### config.mk
export PLATFORM = sky130hd
export DESIGN_NAME = serial_inst_mem
export DESIGN_NICKNAME = d
export VERILOG_FILES = /design/src/rtl/serial_inst_mem.sv
export SDC_FILE = /design/constraint.sdc
export NUM_CORES = 2
export LEC_CHECK = 0
export CAP_MARGIN = 30
export CORE_MARGIN = 5
export CORE_UTILIZATION = 30
export CTS_CLUSTER_DIAMETER = 50
export DETAILED_ROUTE_END_ITERATION = 12
export PLACE_DENSITY = 0.5
export REMOVE_ABC_BUFFERS = 1
export SKIP_CTS_REPAIR_TIMING = 1
export SLEW_MARGIN = 40
export SYNTH_ARGS = -nofsm -noshare
export SYNTH_HDL_FRONTEND = slang
export SYNTH_SLANG_ARGS = --single-unit
### constraint.sdc
create_clock -name sys_clk -period 11.5 [get_ports sys_clk]
set_input_delay 3.45 -clock sys_clk [delete_from_list [all_inputs] [get_ports sys_clk]]
set_output_delay 3.45 -clock sys_clk [all_outputs]
set_load 0.02 [all_outputs]
### src/rtl/serial_inst_mem.sv
// Memory-side responder for the bit-serial fetch protocol.
// Shifts a word address in, then streams the addressed word back MSB first.
module serial_inst_mem #(
    parameter int ADDR_WIDTH = 8,
    parameter int DATA_WIDTH = 16,
    parameter int DEPTH      = 2**ADDR_WIDTH
) (
    input  logic                  sys_clk,
    input  logic                  sys_reset,
    input  logic                  addr_valid,
    input  logic                  addr_in,
    output logic                  data_out,
    output logic                  data_valid,
    output logic                  busy,
    input  logic                  prog_we,
    input  logic [ADDR_WIDTH-1:0] prog_addr,
    input  logic [DATA_WIDTH-1:0] prog_data,
    output logic                  proto_err
);

    typedef enum logic [1:0] {IDLE, ADDR, DATA} state_t;

    localparam logic [5:0] A_LAST = 6'(ADDR_WIDTH - 1);
    localparam logic [5:0] D_LAST = 6'(DATA_WIDTH - 1);
    localparam logic [DATA_WIDTH-1:0] MSB_ONE =
        DATA_WIDTH'(1) << (DATA_WIDTH - 1);

    state_t                  state, state_d;
    logic [5:0]              bit_cnt, cnt_d;
    logic [ADDR_WIDTH-1:0]   addr_sr, addr_d, addr_shift;
    logic                    err_d;
    logic                    in_range, prog_ok;
    logic [DATA_WIDTH-1:0]   word, mask;

    logic [DATA_WIDTH-1:0]   mem [DEPTH];

    assign addr_shift = (addr_sr << 1) | ADDR_WIDTH'(addr_in);
    assign in_range   = {1'b0, addr_sr} < (ADDR_WIDTH+1)'(DEPTH);
    assign prog_ok    = {1'b0, prog_addr} < (ADDR_WIDTH+1)'(DEPTH);
    assign word       = in_range ? mem[addr_sr] : '0;
    assign mask       = MSB_ONE >> bit_cnt;

    // Contents survive reset, so the array has no reset branch.
    always_ff @(posedge sys_clk) begin
        if (prog_we && state == IDLE && prog_ok)
            mem[prog_addr] <= prog_data;
    end

    always_ff @(posedge sys_clk or negedge sys_reset) begin
        if (!sys_reset) begin
            state     <= IDLE;
            bit_cnt   <= '0;
            addr_sr   <= '0;
            proto_err <= 1'b0;
        end else begin
            state     <= state_d;
            bit_cnt   <= cnt_d;
            addr_sr   <= addr_d;
            proto_err <= err_d;
        end
    end

    always_comb begin
        state_d = state;
        cnt_d   = bit_cnt;
        addr_d  = addr_sr;
        err_d   = proto_err;
        unique case (state)
            IDLE: begin
                if (addr_valid) begin
                    addr_d = addr_shift;
                    if (ADDR_WIDTH == 1) begin
                        state_d = DATA;
                        cnt_d   = '0;
                    end else begin
                        state_d = ADDR;
                        cnt_d   = 6'd1;
                    end
                end
            end
            ADDR: begin
                if (prog_we)
                    err_d = 1'b1;
                if (!addr_valid) begin
                    state_d = IDLE;
                    cnt_d   = '0;
                    addr_d  = '0;
                end else begin
                    addr_d = addr_shift;
                    if (bit_cnt == A_LAST) begin
                        state_d = DATA;
                        cnt_d   = '0;
                    end else begin
                        cnt_d = bit_cnt + 6'd1;
                    end
                end
            end
            DATA: begin
                if (addr_valid || prog_we || !in_range)
                    err_d = 1'b1;
                if (bit_cnt == D_LAST) begin
                    state_d = IDLE;
                    cnt_d   = '0;
                end else begin
                    cnt_d = bit_cnt + 6'd1;
                end
            end
            default: begin
                state_d = IDLE;
                cnt_d   = '0;
            end
        endcase
    end

    always_comb begin
        data_valid = (state == DATA);
        busy       = (state != IDLE);
        data_out   = data_valid & (|(word & mask));
    end

endmodule

Word level (Yosys, flattened, before mapping). Memories as Yosys holds them, arrays and structs flattened. Cells that the tools add are included.

Register bits: 17. Bits in writable memories: 4096. Output and inout port bits: 4. Word-level logic and storage cells: 47. Memories: 1.

Add/subtract/negate cells: 1. Equality and inequality tests: 9. Shifts and indexed selects: 1. Mux-type cells: 18. Bitwise gates (word level): 3. Reductions and logical operators: 10.

Memories: mem (depth 256, width 16, read ports 1, clocked after Yosys merged registers in 0, wr ports 1, RTL line 35) `logic [DATA_WIDTH-1:0] mem [DEPTH];`.

Operators with widths (number): 2-to-1 mux 6 bit (4); one-hot mux 6 bit (3 select lines) (1); AND 16 bit (1); 2-to-1 mux 8 bit (2); one-hot mux 8 bit (2 select lines) (1); OR reduction 16 bit (1); right shift 16 x 6 -> 16 bit (first input constant) (1); 2-to-1 mux 2 bit (4); OR 8 x 1 -> 8 bit (1); adder 6 x 1 -> 6 bit (second input constant) (1); == test 6 x 3 -> 1 bit (second input constant) (1); == test 6 x 4 -> 1 bit (second input constant) (1); one-hot mux 2 bit (3 select lines) (1); AND reduction 3 bit (2); nonzero test 2 bit (3); 2-to-1 mux 1 bit (4); inequality test 2 x 1 -> 1 bit (second input constant) (2); inequality test 2 bit (second input constant) (2); inequality test 3 bit (second input constant) (1); == test 2 x 1 -> 1 bit (second input constant) (1); == test 2 bit (second input constant) (1); zero test 2 bit (1); one-hot mux 1 bit (2 select lines) (1); AND reduction 2 bit (1); other kinds (3) (3).

Logic depth before layout (Yosys ltp).
Depth after elaboration: 4. Depth in mapped cells: 16. Mapped depth without buffers: 9.

Worst setup path after synthesis. Ideal clock, no wire load.

Kind: register -> output. Start point: register addr_sr[1]. End point: output port data_out. Arrival time: 2.942 ns. Data required time: 8.050 ns. Slack: 5.108 ns. Stages on the path, launching flop included: 13. Buffers on the path: 5. Cells stage by stage: dfrtp_1 > buf_4 > buf_4 > buf_2 > buf_2 > buf_1 > mux4_2 > a221oi_1 > o21ai_0 > nor4_1 > o2111ai_1 > nor4_1 > a41oi_1.

Cells in the longest elaborated chain, start to end: 4.

Ends and longest elaborated chain: start: declaration (RTL line 30) `logic [ADDR_WIDTH-1:0] addr_sr, addr_d, addr_shift;`; start signal: assignment (RTL line 58) `addr_sr <= addr_d;`; memory (256 x 16 bit); AND 16 bit (RTL line 118) `data_out = data_valid & (|(word & mask));`; OR reduction 16 bit (RTL line 118); AND 1 bit (RTL line 118); end: declaration (RTL line 12) `output logic data_out,`.

No other way between the ends.

Final worst setup path.
Start point: register addr_sr[0]. End point: output port data_out.

Same word-level chain as after synthesis.

==> impl_summary.md <==
Floorplanning
For this configuration, the core starts out at a cell density of 0.3007. The die covers 544500 um^2. The die span in x is 737.9 um. The height of the die is ~740 um. The initialized floorplan defines roughly 270 standard-cell rows.

For this design the top-level I/O count stands at 33. The core box area is 528500 um^2.

Critical path
On the critical path, the stage with the largest delay is an instance of sky130_fd_sc_hd__dfrtp_4. The class of the most critical setup path is register to output pin. For the worst setup path, the data arrival time is slightly above 7000 ps. The endpoint class of the critical path is an output pin. The largest incremental delay on the critical path is between 700 and 800 ps. STA puts the critical path data required time at approximately 8000 ps. The signal on the critical path passes through buf_12 > buf_12 > buf_4 > mux4_2 > mux4_2 > o22ai_1 > or3_1 > a31oi_1 > nor4_1 > a41oi_2 > buf_4 > buf_4. By instance count, the cell type seen most on the critical path is sky130_fd_sc_hd__buf_4.

The maximum fanout along the worst path is about 80. The critical path startpoint category is a register. The setup slack on the worst flop-to-flop path is ~7900 ps. The combined buffer and inverter count along the critical path is 5. The family with the most delay on the worst path is buffers and inverters.

Synth
The post-synthesis instance area is approximately 160000 um^2. The Yosys step of the flow raised 0 warnings. The count of unique library cells instantiated by Yosys is between 70 and 80. Among all flip-flop cells after synthesis, the most frequent one is sky130_fd_sc_hd__edfxtp_1. The synthesized design contains roughly 4000 register bits.

The mean post-synth cell area is ~21 um^2. The number of enable flip-flop cells after synthesis is between 4000 and 5000. The share of synthesized registers carrying an async set or reset is 0.004133. The cell count after synthesis is about 7400. The share of synthesized area occupied by flip-flops and latches is 0.7765.

Final layout
The fraction of layout instances using a drive strength above 1 is 0.2737. The relative area change from synthesis to final layout is 16.72%. The final standard cell utilization of the core is 0.3510.

The final cell count without fillers is roughly 15000. For this run, the post-layout net count is 7967. With fillers left out, the area of the finished cells amounts to about 190000 um^2.

Routing
After detailed routing, the average wire length per cell comes to ~34 um. The first TritonRoute pass finished after 7 iterations. The total DRC errors in the routed layout is 0.

The total number of vias is between 80000 and 90000. After the first detailed-routing iteration, the DRC count stood at between 10000 and 15000. The via-per-instance ratio is roughly 5.4. The remaining antenna violation count is 0. Wires add up to slightly above 500000 um.

Global routing
The layer flagged by global routing as most heavily used is met2. The number of antenna violations at the first check in global routing is 45. The overall global routing resource usage is 0.1847. The met1 track demand over resource is 0.2541. The number of global-route vias before repair is 81568. The global-route met3 utilization is 0.03642. The overflow left after global routing is 0. The first global-routing pass estimated approximately 700000 um of wire. Entering global routing, the biggest net connects ~160 pins. For met2 alone, demand over resource in global routing was 0.2888.

CTS
The clock edge transition at the registers on the reported setup and hold paths is 60 ps. TritonCTS built the clock tree. Clock tree synthesis inserted a total of around 430 buffers. The H-tree was split into 5 levels.

The longest clock path from root to sink contains 4 buffers. CTS placed an instance of sky130_fd_sc_hd__clkbuf_16 at the clock tree root. The insertion delay to the later sink of the worst-skew pair is slightly above 1000 ps. The count of clock tree sinks is approximately 4100.

Flow run
Max-cap violations in this run came to 0.

Timing
Subtracting the final worst setup slack from the clock period gives around 10000 ps. The top achievable clock speed is ~95 MHz. In the finished design, the share of the clock period the worst path needs comes to 0.9118. The final count of hold timing violations is 0.

The final-layout worst hold slack is between 400 and 500 ps. The transition time at the pin with the least slew margin is ~960 ps. The clock arrives with 56.77 ps of skew. The worst pin sits at a relative slew slack of 0.3424. Setup repair after global routing left no endpoint under its margin. The final count of negative-setup-slack endpoints is 0.

The total count of max-transition violations in the final report is 0.

Min path
The min-delay analysis places its worst path in the category register to register.

Placement
The number of placed instances, taps included is between 10000 and 15000. The HPWL after detailed placement is approximately 310000 um. The number of input and output port buffers inserted is 32. The last weighted congestion value of the routability-driven placer is about 0.93. The standard cell area after detailed placement is about 170000 um^2.

Status
The flow ran to the end, and the final reports show no timing, DRC or antenna violations.

Power and ir drop
Overall power consumption after layout is estimated at 41.75 mW. Summed over all cells, the static leakage comes to 56.26 nW. The power per standard cell area is 225.0 nW/um^2.

The worst-case IR drop observed on VDD is 0.1669 mV.
-- logic make-up after synthesis --
group,after synthesis,share of synthesized area
flops,4113,0.7765
mux,1325,0.1497
simple gates,782,0.02206
compound gates,768,0.03529
buf+inv,456,0.01607
fa+ha+maj,5,0.0003936
-- layout make-up --
class	instances	area (um^2)
fillers	48798	343000
flip-flops and latches	4113	123400
multi-input cells	2880	34130
clock buffers	515	11240
well taps	6994	8751
repair buffers	494	4772
clock inverters	283	3090
inverters	13	61.31
diodes	13	32.53
-- cell usage in the layout (no fill, tap or decap), drive strengths merged, types with 6 or more instances in the layout --
master         count
nor2b             23
a22o              38
nor4              14
o211ai             8
a22oi            162
nand2b            11
mux2i            456
edfxtp          4096
mux2              31
clkinvlp          31
mux4             838
a21oi            112
inv               36
a311oi             8
o2111ai            7
clkdlybuf4s50     15
nor3              54
o22ai             94
o21ai             39
a211oi            32
o31ai              6
buf              474
and3               8
a221oi            40
nand4             31
diode             13
o221ai           129
clkinv           181
dfrtp             17
nand2            175
nor2             333
a31oi             27
o22a              11
bufinv            48
a2111oi           10
and2              10
nand3             87
clkbuf           520
-- per-layer routing --
metal  routed length [um]  part of all wire
met5                   68           0.00013
met4                23050             0.045
met3                43850             0.085
met2               237100              0.46
met1               210300              0.41
-- power breakdown --
group	leakage, nW	switching (mW)	internal (mW)
clock	6.89	6.02	8.10
combinational	12.4	7.16	3.81
sequential	37.0	0.139	16.5
total	56.3	13.3	28.4
-- per-stage QoR --
step / setup WS (ps) / TNS [ps]
floorplan: -39760 / -110590
global placement: 1575 / 0
detailed placement: 2150 / 0
CTS: 1013 / 0
global route: 926.3 / 0
finish: 1014 / 0
-- registers in the layout, summed over array words and instances (netlist names) --
register / count
mem: 4096
proto_err: 1
bit_cnt: 6
addr_sr: 8
state: 2
-- final timing paths --
| kind | startpoint | end | cells after the start |
|---|---|---|---|
| worst min-delay path | proto_err | proto_err | 1 |
| min in group asynchronous | sys_reset | proto_err | 2 |
| max in group asynchronous | sys_reset | addr_sr[2] | 2 |
| worst min register to register | proto_err | proto_err | 1 |
| worst max-delay path | addr_sr[0] | data_out | 12 |
| worst max register to register | state[1] | mem[229][10] | 7 |
-- Yosys cell counts (32+ instances only) --
cell type / number / area [um^2]
sky130_fd_sc_hd__buf_6: 48 / 540.5
sky130_fd_sc_hd__o21ai_0: 38 / 190.2
sky130_fd_sc_hd__o22ai_1: 94 / 588.1
sky130_fd_sc_hd__a221oi_1: 40 / 350.3
sky130_fd_sc_hd__nand2_1: 175 / 656.9
sky130_fd_sc_hd__clkbuf_1: 194 / 728.2
sky130_fd_sc_hd__buf_2: 66 / 330.3
sky130_fd_sc_hd__a22o_1: 38 / 332.8
sky130_fd_sc_hd__nor2_1: 333 / 1250
sky130_fd_sc_hd__mux4_2: 838 / 18870
sky130_fd_sc_hd__a22oi_1: 162 / 1216
sky130_fd_sc_hd__o221ai_1: 129 / 1130
sky130_fd_sc_hd__a211oi_1: 32 / 240.2
sky130_fd_sc_hd__buf_4: 96 / 720.7
sky130_fd_sc_hd__nor3_1: 54 / 270.3
sky130_fd_sc_hd__nand3_1: 87 / 435.4
sky130_fd_sc_hd__mux2i_1: 456 / 4564
sky130_fd_sc_hd__edfxtp_1: 4096 / 123000
sky130_fd_sc_hd__buf_1: 36 / 135.1
sky130_fd_sc_hd__a21oi_1: 112 / 560.5
No activity file was read; power rests on OpenSTA's default activity.
